### config.mk
export PLATFORM = sky130hd
export DESIGN_NAME = serial_frame_receiver
export DESIGN_NICKNAME = d
export VERILOG_FILES = /design/src/rtl/serial_frame_receiver_pkg.sv /design/src/rtl/serial_frame_receiver_buffer.sv /design/src/rtl/serial_frame_receiver.sv
export SDC_FILE = /design/constraint.sdc
export NUM_CORES = 1
export LEC_CHECK = 0
export ABC_CLOCK_PERIOD_IN_PS = 2300
export CAP_MARGIN = 20
export CORE_MARGIN = 5
export CORE_UTILIZATION = 49
export DETAILED_ROUTE_END_ITERATION = 8
export GPL_TIMING_DRIVEN = 0
export PLACE_DENSITY = 0.73
export RECOVER_POWER = 50
export SLEW_MARGIN = 20
export SYNTH_ARGS = -nofsm -noshare
export SYNTH_HDL_FRONTEND = slang
export SYNTH_HIERARCHICAL = 1
export SYNTH_SLANG_ARGS = --single-unit
### constraint.sdc
create_clock -name CLK -period 2.3 [get_ports CLK]
set_input_delay 0.69 -clock CLK [delete_from_list [all_inputs] [get_ports CLK]]
set_output_delay 0.69 -clock CLK [all_outputs]
set_load 0.01 [all_outputs]
### src/rtl/serial_frame_receiver_pkg.sv
// serial_frame_receiver_pkg: FSM state encodings and bit-counter sizing shared by the receiver.
package serial_frame_receiver_pkg;
  localparam logic [1:0] ST_IDLE = 2'd0, ST_DATA = 2'd1, ST_PARITY = 2'd2, ST_STOP = 2'd3;
  function automatic int cnt_width(input int n);
    return (n <= 2) ? 1 : $clog2(n);
  endfunction
endpackage

### src/rtl/serial_frame_receiver_buffer.sv
// frame_output_buffer: one-entry valid/ready holding register; a load while full and not draining is dropped as an overrun.
module frame_output_buffer #(
  parameter int WIDTH = 8
) (
  input  logic             clk,
  input  logic             rst_n,
  input  logic             load,
  input  logic [WIDTH-1:0] din,
  input  logic             ready,
  output logic [WIDTH-1:0] data,
  output logic             valid,
  output logic             overrun
);
  logic take;
  assign take = load && (!valid || ready);
  always_ff @(posedge clk)
    if (!rst_n) begin
      data    <= '0;
      valid   <= 1'b0;
      overrun <= 1'b0;
    end else begin
      data    <= take ? din : data;
      valid   <= take || (valid && !ready);
      overrun <= load && valid && !ready;
    end
endmodule

### src/rtl/serial_frame_receiver.sv
// serial_frame_receiver: start-bit framed serial receiver with optional even parity, delivering words on a valid/ready port.
module serial_frame_receiver
  import serial_frame_receiver_pkg::*;
#(
  parameter int WIDTH     = 8,
  parameter bit PARITY_EN = 1'b1
) (
  input  logic             CLK,
  input  logic             RST,
  input  logic             serial_in,
  output logic [WIDTH-1:0] frame_data,
  output logic             frame_valid,
  input  logic             frame_ready,
  output logic             frame_error,
  output logic             overrun
);
  localparam int CW = cnt_width(WIDTH);
  logic [1:0]       state;
  logic [CW-1:0]    count;
  logic [WIDTH-1:0] shift;
  logic             par;
  logic             stop_edge, good;
  assign stop_edge = (state == ST_STOP);
  // even parity: data bits plus parity bit must XOR to zero
  assign good = !serial_in && !(PARITY_EN && ((^shift) ^ par));
  always_ff @(posedge CLK)
    if (!RST) begin
      state       <= ST_IDLE;
      count       <= '0;
      shift       <= '0;
      par         <= 1'b0;
      frame_error <= 1'b0;
    end else begin
      frame_error <= stop_edge && !good;
      case (state)
        ST_IDLE: begin
          count <= '0;
          state <= serial_in ? ST_DATA : ST_IDLE;
        end
        ST_DATA: begin
          shift[count] <= serial_in;
          count        <= count + 1'b1;
          state        <= (count != CW'(WIDTH - 1)) ? ST_DATA : (PARITY_EN ? ST_PARITY : ST_STOP);
        end
        ST_PARITY: begin
          par   <= serial_in;
          state <= ST_STOP;
        end
        default: state <= ST_IDLE;
      endcase
    end
  frame_output_buffer #(.WIDTH(WIDTH)) u_buf (
    .clk     (CLK),
    .rst_n   (RST),
    .load    (stop_edge && good),
    .din     (shift),
    .ready   (frame_ready),
    .data    (frame_data),
    .valid   (frame_valid),
    .overrun (overrun)
  );
endmodule

==> results of run 1 <==
[final timing paths]
path,start,endpoint,slack [ns]
hold reg to reg,u_buf/data[1],u_buf/data[1],0.47
hold / removal,u_buf/data[1],u_buf/data[1],0.47
setup / recovery,serial_in,u_buf/data[7],0.34
setup reg to reg,shift[7],u_buf/data[7],0.40
[cell families (layout without fill, tap and decap cells)]
| kind of cell | after synthesis | count (layout) | synth area share |
|---|---|---|---|
| mux | 17 | 17 | 0.147 |
| xor+xnor | 5 | 5 | 0.0614 |
| fa+ha+maj | 2 | 2 | 0.0215 |
| buf+inv | 9 | 27 | 0.0431 |
| flops | 25 | 25 | 0.431 |
| simple gates | 53 | 53 | 0.254 |
| compound gates | 7 | 7 | 0.0420 |
[cells in the mapped netlist]
master and instances:
a21boi_0 2, a21oi_1 1, a22oi_1 2, and2_1 1
and2b_1 1, and3_2 1, and4_1 1, buf_2 1
buf_4 2, buf_6 1, clkbuf_1 4, dfxtp_1 25
ha_1 2, inv_1 1, mux2i_1 17, nand2_1 20
nand2b_1 1, nand3_1 2, nand3b_1 3, nand4_1 1
nor2_1 4, nor2b_1 12, nor2b_2 1, nor2b_4 1
nor3_1 1, nor3b_1 2, nor3b_2 1, o21a_1 1
o22ai_1 1, xnor2_1 2, xnor3_1 2, xor2_1 1
[layout make-up]
type	count	area [um2]
plain buffers	8	46.3
clock buffers	3	22.5
clock inverters	1	5.00
fillers	215	875
inverters	1	3.75
multi-input cells	84	606
flip-flops and latches	25	500
well taps	28	35.0
repair buffers	14	140
[stage by stage]
stage	instances	worst slack (ns)	hold slack [ns]	total power (W)
floorplan	118	0.634	0.451	0.000484
finish	164	0.340	0.470	0.000681
global placement	160	0.168	0.444	0.000497
CTS	164	0.365	0.470	0.000691
global route	164	0.240	0.494	0.000725
detailed placement	160	0.147	0.450	0.000498
[where the power goes]
| group | leakage (nW) | internal, W | switching (W) |
|---|---|---|---|
| Combinational | 0.298 | 0.0000214 | 0.0000239 |
| Sequential | 0.202 | 0.000437 | 0.00000555 |
| Clock | 0.0177 | 0.0000650 | 0.000128 |
[sequential cells by signal (all words and copies together) (netlist names)]
| name | count |
|---|---|
| shift | 8 |
| u_buf/data | 8 |
| count | 3 |
| state | 2 |
| frame_error | 1 |
| par | 1 |
| u_buf/overrun | 1 |
| u_buf/valid | 1 |
[worst max-delay path: stages]
cell	delay [ns]
dlygate4sd3_1	0.57
and2b_1	0.20
mux2i_1	0.07
nor2_1	0.16
nor2b_2	0.18
buf_6	0.16
mux2i_1	0.19
[metal layers]
layer	wire length, um	part of all wire	global-route usage	up-vias
li1	-	-	-	427
met5	0	0	0	-
met1	964	0.49	0.167	376
met3	88	0.045	0.0241	2
met4	8	0.0041	0.0388	0
met2	893	0.46	0.206	17
==> impl_metrics.json, run 1 <==
{
  "status": "finished, final reports clean",
  "ys_warn_count": 6,
  "remaining_drc_errors": 0,
  "wl_per_cell_um": 11.9,
  "worstSetupPathType": "primary input to flop",
  "postSynthCellCount": 118,
  "relSlewSlack": 0.549,
  "dpl_cell_area_um2": 1340,
  "holdPathStages": 2,
  "critPathCaptureType": "flop",
  "start_util": 0.520,
  "die_w_um": 58.7,
  "diodes": 0,
  "routed_via_density": 5.01,
  "portBuffers": 14,
  "antenna_found_initial": 0,
  "cts.clk_slew.worst_paths_ns": 0.14,
  "layout-drive-gt1-share": 0.0809,
  "synth_seq_cells": 25,
  "syn-num-nets": 124,
  "rsz0062_at_grt": "false",
  "cts_resized": 0,
  "final_util": 0.608,
  "cp-start-kind": "primary input",
  "area_growth_pct": 17.0,
  "vdd_drop_max_mv": 0.431,
  "nets": 143,
  "skew_ns": 0.00688,
  "path_max_fanout": 8,
  "postCtsHoldBufs": 0,
  "hp-class": "flop to flop",
  "synth_cell_types": 32,
  "synth.avg_cell_area_um2": 9.84,
  "ant_nets": 0,
  "cts.sinks": 25,
  "cts_made_buffers": 3,
  "final_hold_viol_count": 0,
  "cap_viol_max_count": 0,
  "worstPathArrival_ns": 2.21,
  "worstRegToRegCells": 7,
  "cellPowerDensity_nw_per_um2": 501,
  "tns_ns": 0,
  "routed_wl_um": 1950,
  "rows": 17,
  "ys_top_cells_by_area": "dfxtp_1 (43%), mux2i_1 (15%), nand2_1 (6.5%), nor2b_1 (6.5%), xnor3_1 (3.9%)",
  "io_pins": 15,
  "min_period_ns": 1.96,
  "grt_start_max_net_pins": 15,
  "gp_congestion": 0.831,
  "synth_area_um2": 1160,
  "hpwl_um": 1450,
  "htree_levels": 1,
  "ys_seq_area_frac": 0.431,
  "clockRootBuffer": "clkbuf_4",
  "post_cts_buffers": 0,
  "die_area_um2": 3440,
  "fmax_mhz": 510,
  "cts_tree": "done",
  "grt_pass1_wl_um": 3390,
  "max_slew.worst_pin.slew_ns": 0.675,
  "finalInstanceArea_um2": 1360,
  "track_usage": 0.126,
  "worstSkewPairLatency_ns": 0.31,
  "synth_top_area_frac": 0.431,
  "clk_path_buf_depth": 2,
  "period_share": 0.852,
  "setup_viol": 0,
  "grt_overflow": 0,
  "detailedRoute.firstPassIterationCount": 4,
  "drtIter0Drc": 14,
  "final_common_cell": "dfxtp_1",
  "crit_required_ns": 2.55,
  "p_leak_nw": 0.517,
  "fp.dieH_um": 58.7,
  "synth_area_leader_cell": "dfxtp_1",
  "final_max_slew_viol_count": 0,
  "grt_pass1_vias": 762,
  "vias": 822,
  "most-common-layout-cells": "dfxtp_1 (25), nand2_1 (20), mux2i_1 (17)",
  "core_um2": 2230
}
Note: power is estimated with default switching activity, not from simulation.
==> run 2, diff against run 1 <==
CORE_ASPECT_RATIO = 0.75   (was not set)
==> impl_metrics.json, run 2 (synthesis gave the netlist of run 1 again) <==
{
  "remaining_drc_errors": 0,
  "setup_viol": 0,
  "core_um2": 2290,
  "slowest_delay_ns": 0.57,
  "drtIter0Drc": 22,
  "skew_ns": 0.00346,
  "min_period_ns": 2.01,
  "start_util": 0.507,
  "wl_per_cell_um": 12.5,
  "detailedRoute.firstPassIterationCount": 4,
  "routed_wl_um": 2120,
  "seq_area_um2": 500,
  "status": "finished, final reports clean",
  "most-common-layout-cells": "dfxtp_1 (25), nand2_1 (20), mux2i_1 (17)",
  "dp_cells": 166,
  "final_max_slew_viol_count": 0,
  "grt_pass1_vias": 774,
  "fmax_mhz": 498,
  "final_common_cell": "dfxtp_1",
  "hp-class": "flop to flop",
  "portBuffers": 14,
  "cpLargestDelayFamily": "buffers and inverters",
  "period_share": 0.873,
  "routed_via_density": 4.96,
  "worst-path-buf-inv": 2,
  "path_cells": "dlygate4sd3_1 -> and2b_1 -> mux2i_1 -> nor2_1 -> nor2b_2 -> buf_6 -> mux2i_1",
  "final_hold_viol_count": 0,
  "worstPathArrival_ns": 2.26,
  "cts_tree": "done",
  "worst_r2r_endpoint": "u_buf/data[4]",
  "n_fill_cell": 208,
  "worstRegToRegCells": 7,
  "holdPathStages": 2,
  "crit_path_start": "serial_in",
  "post_cts_buffers": 0,
  "track_usage": 0.133,
  "crit_top_cell": "mux2i_1",
  "cts.clk_slew.worst_paths_ns": 0.13,
  "instances_no_fill": 170,
  "worstSetupPathDepth": 7,
  "clk_path_buf_depth": 2,
  "grt_start_max_net_pins": 14,
  "relSlewSlack": 0.556,
  "p_leak_nw": 0.515,
  "worstSkewPairLatency_ns": 0.32,
  "ant_nets": 0,
  "hpwl_um": 1600,
  "area_growth_pct": 17.6,
  "postCtsHoldBufs": 0,
  "diodes": 0,
  "layout-drive-gt1-share": 0.0735,
  "io_pins": 15,
  "htree_levels": 1,
  "die_area_um2": 3450,
  "grt_overflow": 0,
  "clockRootBuffer": "clkbuf_4",
  "cap_viol_max_count": 0,
  "nets": 143,
  "die_w_um": 66.2,
  "cts.sinks": 25,
  "gp_congestion": 0.810,
  "crit_end": "u_buf/data[4]",
  "max_slew.worst_pin.slew_ns": 0.664,
  "vdd_drop_max_mv": 0.435,
  "antenna_found_initial": 0,
  "cts_made_buffers": 3,
  "rsz0062_at_grt": "false",
  "cts_resized": 0,
  "tns_ns": 0,
  "cp-start-kind": "primary input",
  "rrSetupSlack_ns": 0.31,
  "grt_pass1_wl_um": 3450,
  "crit_required_ns": 2.55,
  "rows": 15,
  "reg.largest.list": "shift (8), u_buf/data (8), count (3)",
  "final_util": 0.596,
  "multi_input_area_um2": 606,
  "fp.dieH_um": 52.2,
  "critPathCaptureType": "flop",
  "crit_slowest_cell": "dlygate4sd3_1",
  "vias": 844,
  "path_max_fanout": 8,
  "r2r_start": "shift[7]",
  "worstSetupPathType": "primary input to flop",
  "cellPowerDensity_nw_per_um2": 504
}
-- run 2: changes by cell type in the layout (fill, tap and decap cells not counted) --
cell,change
and2_0,-1
and2_1,+1
clkbuf_1,+1
clkinv_2,-1
-- run 2: layer usage --
layer	global-route usage	up-vias	share of wire
met5	0	-	0
met4	0.0203	0	0
met3	0.0562	0	0.051
met2	0.237	15	0.48
met1	0.151	403	0.47
li1	-	426	-
-- run 2: worst min path at each step --
| stage | from | end | slack, ns |
|---|---|---|---|
| 2_1_floorplan | shift[6] | u_buf/data[6] | 0.45 |
| 3_3_place_gp | u_buf/data[0] | u_buf/data[0] | 0.44 |
| 3_5_place_dp | u_buf/data[0] | u_buf/data[0] | 0.45 |
| 4_1_cts | u_buf/data[0] | u_buf/data[0] | 0.47 |
| 5_1_grt | u_buf/data[7] | u_buf/data[7] | 0.49 |
| 6_report | u_buf/data[0] | u_buf/data[0] | 0.47 |
-- run 2: report_power, final --
group,total (W),switching [W],internal (W)
logic,0.0000454,0.0000239,0.0000215
registers,0.000443,0.00000558,0.000437
clock network,0.000199,0.000131,0.0000679
-- run 2: layout make-up --
| class | count | area share |
|---|---|---|
| sequential | 25 | 0.367 |
| multi-input combinational | 84 | 0.444 |
| tap | 34 | 0.0312 |
| inverter | 1 | 0.00275 |
| buffer | 8 | 0.0339 |
| timing repair buffer | 14 | 0.103 |
| clock buffer | 4 | 0.0192 |
-- run 2: through the flow --
step | hold WS [ns] | setup slack, ns | instance area (um2) | total power, W
2_1_floorplan | 0.451 | 0.634 | 1160 | 0.000484
3_3_place_gp | 0.445 | 0.161 | 1340 | 0.000497
3_5_place_dp | 0.448 | 0.0707 | 1340 | 0.000500
4_1_cts | 0.469 | 0.297 | 1370 | 0.000694
5_1_grt | 0.493 | 0.214 | 1370 | 0.000721
6_report | 0.466 | 0.292 | 1370 | 0.000688
-- run 2: tightest hold or removal path: stages, from the launching register on --
cell     delay, ns
dfxtp_1       0.33
nand2_1       0.05
mux2i_1       0.05
